### src/rtl/if_stage.sv
// Instruction fetch stage: issues one imem request at a time, holds the returned
// word for decode, and handles redirects/squashes including late responses.
module if_stage #(
    parameter int                    DATA_WIDTH  = 64,
    parameter logic [DATA_WIDTH-1:0] RESET_PC    = 64'h8000_0000,
    parameter int                    FETCH_ERROR = 0
) (
    input  logic                  clk,
    input  logic                  rst,
    input  logic                  redirect_valid,
    input  logic [DATA_WIDTH-1:0] redirect_pc,
    input  logic                  flush_if,
    output logic                  imem_req_valid,
    input  logic                  imem_req_ready,
    output logic [DATA_WIDTH-1:0] imem_req_addr,
    input  logic                  imem_rsp_valid,
    input  logic [31:0]           imem_rsp_data,
    input  logic                  imem_rsp_err,
    output logic                  id_valid,
    input  logic                  id_ready,
    output logic [DATA_WIDTH-1:0] id_pc,
    output logic [DATA_WIDTH-1:0] id_pcn,
    output logic [31:0]           id_inst,
    output logic [7:0]            id_exception
);

    localparam logic [31:0]           NOP_INST = 32'h0000_0013;
    localparam logic [DATA_WIDTH-1:0] PC_STEP  = DATA_WIDTH'(4);

    typedef enum logic [1:0] {S_REQ, S_WAIT, S_HOLD, S_DRAIN} state_t;

    state_t                  state_reg, state_next;
    logic [DATA_WIDTH-1:0]   pc_reg, pc_next;
    logic [31:0]             inst_reg, inst_next;
    logic [7:0]              exc_reg, exc_next;

    logic                    flush;
    logic [DATA_WIDTH-1:0]   flush_pc;
    logic                    misaligned;
    logic                    capture_rsp;
    logic                    capture_fault;
    logic                    fault_bit;

    assign flush      = redirect_valid | flush_if;
    assign flush_pc   = redirect_valid ? redirect_pc : pc_reg;
    assign misaligned = |pc_reg[1:0];

    // A reset taken while a request is outstanding must still swallow its response.
    always_ff @(posedge clk) begin
        if (rst) begin
            if ((state_reg == S_WAIT || state_reg == S_DRAIN) && !imem_rsp_valid)
                state_reg <= S_DRAIN;
            else
                state_reg <= S_REQ;
        end else begin
            state_reg <= state_next;
        end
    end

    always_comb begin
        state_next = state_reg;
        case (state_reg)
            S_REQ: begin
                if (!flush) begin
                    if (misaligned)
                        state_next = S_HOLD;
                    else if (imem_req_ready)
                        state_next = S_WAIT;
                end
            end
            S_WAIT: begin
                if (imem_rsp_valid)
                    state_next = flush ? S_REQ : S_HOLD;
                else if (flush)
                    state_next = S_DRAIN;
            end
            S_HOLD: begin
                if (flush || id_ready)
                    state_next = S_REQ;
            end
            S_DRAIN: begin
                if (imem_rsp_valid)
                    state_next = S_REQ;
            end
            default: state_next = S_REQ;
        endcase
    end

    always_comb begin
        imem_req_valid = (state_reg == S_REQ) && !rst && !flush && !misaligned;
        id_valid       = (state_reg == S_HOLD);
    end

    // Datapath: pc, held instruction word and exception vector.
    assign capture_rsp   = (state_reg == S_WAIT) && imem_rsp_valid && !flush;
    assign capture_fault = (state_reg == S_REQ) && !flush && misaligned;
    assign fault_bit     = capture_rsp ? imem_rsp_err : 1'b1;

    always_comb begin
        pc_next = pc_reg;
        if (flush)
            pc_next = flush_pc;
        else if (state_reg == S_HOLD && id_ready)
            pc_next = pc_reg + PC_STEP;
    end

    always_comb begin
        inst_next = inst_reg;
        if (capture_rsp)
            inst_next = imem_rsp_data;
        else if (capture_fault)
            inst_next = NOP_INST;
    end

    generate
        for (genvar gi = 0; gi < 8; gi++) begin : g_exc
            always_comb begin
                exc_next[gi] = exc_reg[gi];
                if (capture_rsp || capture_fault)
                    exc_next[gi] = (gi == FETCH_ERROR) ? fault_bit : 1'b0;
            end
        end
    endgenerate

    always_ff @(posedge clk) begin
        if (rst) begin
            pc_reg   <= RESET_PC;
            inst_reg <= NOP_INST;
            exc_reg  <= 8'h00;
        end else begin
            pc_reg   <= pc_next;
            inst_reg <= inst_next;
            exc_reg  <= exc_next;
        end
    end

    assign imem_req_addr = pc_reg;
    assign id_pc         = pc_reg;
    assign id_pcn        = pc_reg + PC_STEP;
    assign id_inst       = inst_reg;
    assign id_exception  = exc_reg;

endmodule

### config.mk
export PLATFORM = sky130hd
export DESIGN_NAME = if_stage
export DESIGN_NICKNAME = d
export VERILOG_FILES = /design/src/rtl/if_stage.sv
export SDC_FILE = /design/constraint.sdc
export NUM_CORES = 1
export LEC_CHECK = 0
export CORE_MARGIN = 3
export CORE_UTILIZATION = 41
export CTS_CLUSTER_SIZE = 28
export DETAILED_ROUTE_END_ITERATION = 10
export GPL_ROUTABILITY_DRIVEN = 0
export PLACE_DENSITY = 0.83
export SETUP_SLACK_MARGIN = 0.4
export SYNTH_ARGS = -nofsm -noshare
export SYNTH_HDL_FRONTEND = slang
export SYNTH_SLANG_ARGS = --single-unit
### constraint.sdc
create_clock -name clk -period 3.7 [get_ports clk]
set_input_delay 1.11 -clock clk [delete_from_list [all_inputs] [get_ports clk]]
set_output_delay 1.11 -clock clk [all_outputs]
set_load 0.03 [all_outputs]
# Yosys cells after proc, flatten, opt, wreduce, memory -nomap -nowiden
# Index checks and enable logic that the tools add are counted.
op_classes:
  addsub: 1
  n_eq_ne: 9
  mux: 17
  bitwise_logic: 1
  reduce_logical: 22
ops:
  columns: ["op", "n"]
  rows:
  - ["64-bit two-way mux", 3]
  - ["64-bit by 3-bit adder with 64-bit output (second input constant)", 1]
  - ["32-bit two-way mux", 2]
  - ["2-bit two-way mux", 10]
  - ["1-bit logical AND", 9]
  - ["4-bit inequality test (second input constant)", 2]
  - ["2-bit one-hot mux with 4 select lines", 1]
  - ["3-bit inequality test (second input constant)", 2]
  - ["5-bit AND reduction", 1]
  - ["2-bit equality test (second input constant)", 2]
  - ["1-bit zero test", 4]
  - ["2-bit nonzero test", 2]
  - ["1-bit logical OR", 3]
  - ["3-bit by 2-bit inequality test with 1-bit output (second input constant)", 1]
  - ["2-bit by 1-bit equality test with 1-bit output (second input constant)", 1]
  - ["2-bit zero test", 1]
  - ["2-bit inequality test (second input constant)", 1]
  - ["2-bit AND reduction", 1]
  - ["2-bit OR reduction", 1]
  - ["1-bit two-way mux", 1]
  - ["1-bit bitwise OR", 1]
totals:
  reg_bits: 99
  input_bits: 104

# Longest topological paths before layout
logic_depth:
  depth_word: 6
  depth_mapped: 9
  ltp_nobuf: 7

# Worst setup path after synthesis
# OpenSTA, ideal clock, no wires.
synth_path:
  kind: "flip-flop to output port"
  startpoint: "reg pc_reg[3] (netlist: id_pc[3])"
  endpoint: "out id_pcn[38]"
  t_arrival_ns: 2.740
  required_time_ns: 2.590
  slack_ns: -0.150
  path_stages_with_launch: 9
  path_buffers: 1
  cell_sequence: "dfxtp_1 > ha_1 > nand3_1 > or4_4 > nor4_2 > buf_2 > nand3_1 > nor2_1 > xor2_1"
synth_between:
  elab_chain_len: 1
synth_rtl:
  columns: ["element", "line", "source"]
  rows:
  - ["from (decl)", "33", "logic [DATA_WIDTH-1:0] pc_reg, pc_next;"]
  - ["from (signal assigned)", "131", "pc_reg <= pc_next;"]
  - ["64-bit by 3-bit adder with 64-bit output", "139", "assign id_pcn = pc_reg + PC_STEP;"]
  - ["to (decl)", "22", "output logic [DATA_WIDTH-1:0] id_pcn,"]
# No other way between the ends.

# Worst setup path after layout
layout_path:
  startpoint: "reg pc_reg[3] (netlist: id_pc[3])"
  endpoint: "out id_pcn[62]"
# The elaborated chain is that of the path after synthesis.

==> run summary <==
run status: finished, final reports clean
source of the worst register-to-register timing path: id_pc[3]
top cell family by delay on the critical path: simple AND/OR/NAND/NOR gates
multiplexer share of the synthesized area: 1.553%
WP depth: 9
total of max-cap violations: 0
Crit path required time: 2.59 ns
slowest library cell on the worst path: sky130_fd_sc_hd__or4_4
part of the total power dissipated in the clock network: 26.7%
clock input transition at the sequential cells of the worst setup and hold paths: 0.08 ns
share of post-route cells with drive strength above 1: 28.04%
share of flip-flops with an asynchronous set or reset: 0%
element type at the critical path start: flip-flop
global-route total usage across every layer: 30.21%
share of synthesized area occupied by flip-flops and latches: 30.67%
area fraction in compound gates after synthesis: 19.08%
overall routed net length: 28,680 um
die height: 132.2 um
Cells after DPL: 1,313
category of the critical setup timing path: flip-flop to output pin
number of synthesized register bits: 99
number of global-route vias before repair: 7,737
actual transition at the worst max-transition pin: 1.071 ns
antenna violations before repair: 2
data arrival time of the critical path: 2.53 ns
met3 WL post-DR: 2913 um
count of final max-slew check failures: 0
top-level I/O count: 338
Setup Total Neg Slack: 0 ns
path class of the lowest-slack min-delay path: flip-flop to flip-flop
CP max stage delay: 0.59 ns
Area Overhead vs Synth: 74.69%
antenna-violating nets left: 0
TritonCTS Sinks: 99
initial core utilization: 42.46%
area leader, netlist: sky130_fd_sc_hd__dfxtp_1
number of flip-flops under the largest register name: 64
largest family of logic cells by synthesized area: simple AND/OR/NAND/NOR gates
die width: 132.2 um
CTS Buf Count: 9
# nets final: 1,277
share of total power consumed by net switching: 38.54%
number of buffers inserted by hold repair at cts: 0
leakage power summed over all cells: 0.004481 uW
count of flip-flops with a built-in enable after synthesis: 2
area of the core: 15,370 um2
DP Worst Slack: 0.09071 ns
Worst Path Max Fanout: 5
most used cell along the critical path: sky130_fd_sc_hd__buf_6
die footprint: 17,470 um2
worst path cell trace: ha_4 -> nand3_4 -> or4_4 -> nor4_4 -> buf_6 -> nand4_1 -> buf_6 -> xnor2_4 -> buf_6
input/output buffers: 330
number of failing hold endpoints at the final stage: 0
Setup crit end: id_pcn[62]
Detailed Route Iter0 Violations: 703
Clock Root Buffer: sky130_fd_sc_hd__clkbuf_16
clock latency at the later pin of the worst-skew pair: 0.36 ns
CTS tree: built
total of endpoints with negative setup slack in the final report: 0
Cell Int Power: 2181 uW
part of the cycle the worst path needs: 98.29%
synthesized-area fraction occupied by adder cells: 0.1917%
Congestion Overflow GR: 0
detailed placement HPWL: 19,610 um
number of cells on the worst reg-to-reg path: 9
pin count of the biggest net entering global routing: 90
combinational share of power: 37.0%
Area after DPL: 9973 um2
power share of the sequential group: 36.2%
highest metal layer used by the detailed router: met5
via count: 7,947
post-synthesis cell area: 6526 um2
drc violations: 0
simple-gate share of the synthesized area: 25.63%
Critical Path End Type: output pin
post-synthesis instance total: 843
standard-cell rows: 45
Avg Inst Size Synth: 7.742 um2
CTS H-Tree Depth: 3
top achievable clock speed: 275.0 MHz
setup slack on the worst flop-to-flop path: 1.00 ns
Via density: 5.721
crit path time final: 3.637 ns
finished layout cell area: 11,400 um2
capturing point of the worst reg2reg path: id_pc[28]
Routed met1 length: 10,240 um
worst setup slack after layout: 0.06325 ns
wire length of the first global-routing pass: 42,650 um
normalized max-slew margin: 28.63%
post-synthesis share of cell area spent on xor and xnor gates: 9.663%
routed wirelength normalized by instance count: 20.65 um
Yosys warnings: 0
top cells by area, synth: sky130_fd_sc_hd__dfxtp_1 (30%), sky130_fd_sc_hd__buf_4 (8.4%), sky130_fd_sc_hd__nor2_1 (7.1%), sky130_fd_sc_hd__a22oi_1 (5.3%), sky130_fd_sc_hd__xnor2_1 (5.2%)
cell area power density: 311.3 nW/um2
clock skew: 0.009120 ns
predominant post-synthesis flop cell: sky130_fd_sc_hd__dfxtp_1
RSZ-0062 raised after global routing: yes
critical path launch point: id_pc[3]
number of distinct standard cells referenced by the synthesized netlist: 65
Max rail drop VDD: 314.8 uV
share of the core filled with cells in the final layout: 74.17%
Psw: 1368 uW
Hold Startpoint: id_inst[1]
Bufs on Longest Clock Path: 2
share of the synthesized area in the top cell type: 29.75%
met2 layer wire length in the routed design: 14,190 um
drt first pass iters: 7
buffer and inverter count on the worst path: 3
Final Instance Count excl. Fillers: 1,389
## final cells by class
class / instances / area, um2
tap: 211 / 264.0
multi-input combinational: 612 / 4504
inverter: 12 / 45.04
clock buffer: 9 / 225.2
fill: 1103 / 3970
sequential: 99 / 2098
clock inverter: 7 / 58.81
antenna: 1 / 2.502
timing repair buffer: 438 / 4203
## power groups by stage
stage	clock [uW]	combinational (uW)	sequential (uW)
global route	996	1380	1300
CTS	952	1280	1280
finish	949	1310	1290
floorplan	0	653	1400
detailed placement	0	1250	1310
global placement	0	1240	1300
## how the worst min path moves through the flow
stage          slack [ns]          to  cells after the start
6_report             0.50  id_inst[1]                      2
5_1_grt              0.53  id_inst[0]                      2
4_1_cts              0.50  id_inst[1]                      2
3_5_place_dp         0.48  id_inst[1]                      2
3_3_place_gp         0.47  id_inst[1]                      2
2_1_floorplan        0.54   id_pc[11]                      2
## synth_stat cells (8+ instances only)
cell type                    n
sky130_fd_sc_hd__nor2_1    124
sky130_fd_sc_hd__clkbuf_1   42
sky130_fd_sc_hd__nor4_1      9
sky130_fd_sc_hd__nand2_1    77
sky130_fd_sc_hd__nor3_1     18
sky130_fd_sc_hd__a22oi_1    46
sky130_fd_sc_hd__and3_1     10
sky130_fd_sc_hd__a211oi_1   11
sky130_fd_sc_hd__buf_4      73
sky130_fd_sc_hd__mux2i_1     9
sky130_fd_sc_hd__dfxtp_1    97
sky130_fd_sc_hd__xnor2_1    39
sky130_fd_sc_hd__a31oi_1     8
sky130_fd_sc_hd__nand3_1    36
sky130_fd_sc_hd__o211ai_1   12
sky130_fd_sc_hd__o21ai_0    24
sky130_fd_sc_hd__inv_1      12
sky130_fd_sc_hd__xor2_1     33
sky130_fd_sc_hd__a21oi_1    38
sky130_fd_sc_hd__nand4_1    16
## routing by layer
layer  track usage [%]  vias to the layer above
li1                  -                     3590
met1             34.55                     3723
met2             51.80                      523
met3             9.618                      109
met4             13.13                        2
met5                 0                        -
## worst min-delay path, stage by stage (launching register included)
cell and delay [ns]:
sky130_fd_sc_hd__dfxtp_1 0.33, sky130_fd_sc_hd__o22ai_1 0.09, sky130_fd_sc_hd__nand2_1 0.06
## stage by stage
step	hold WS (ns)	total power, uW
2_1_floorplan	0.5359	2049
3_3_place_gp	0.4719	2543
3_5_place_dp	0.4835	2559
4_1_cts	0.5015	3517
5_1_grt	0.5291	3675
6_report	0.5013	3549
## cells in the final DEF, fill, tap and decap left out, drive strengths merged, types with 8 or more instances in the layout
| cell | Yosys | layout |
|---|---|---|
| and3 | 12 | 12 |
| and4 | 8 | 8 |
| nor4 | 14 | 14 |
| clkdlybuf4s50 | 0 | 269 |
| nand2 | 77 | 77 |
| a211oi | 12 | 12 |
| nand4 | 18 | 18 |
| inv | 12 | 16 |
| or3 | 8 | 8 |
| nor2 | 124 | 124 |
| a22oi | 46 | 46 |
| dfxtp | 97 | 97 |
| nand3 | 37 | 37 |
| o21ai | 25 | 25 |
| mux2i | 9 | 9 |
| a21oi | 38 | 38 |
| xor2 | 33 | 33 |
| a31oi | 8 | 8 |
| clkbuf | 47 | 13 |
| o211ai | 12 | 12 |
| buf | 79 | 159 |
| xnor2 | 39 | 39 |
| nor3 | 19 | 19 |
## cells by family (layout without fill, tap and decap cells)
group,Yosys count,count (layout)
AO/OA/AOI/OAI,184,184
XOR/XNOR,72,72
adder cells (fa/ha/maj),1,1
buffers and inverters,138,466
flip-flops,99,99
multiplexers,10,10
other,1,8
AND/OR/NAND/NOR,338,338
## repair_timing
action	in CTS	in global routing
hold endpoints to repair	0	0
setup buffers	48	11
pin swaps	31	16
gates cloned	0	0
endpoints found under the setup margin	54	50
gates resized for setup	125	90
(Power assumes the default switching activity.)
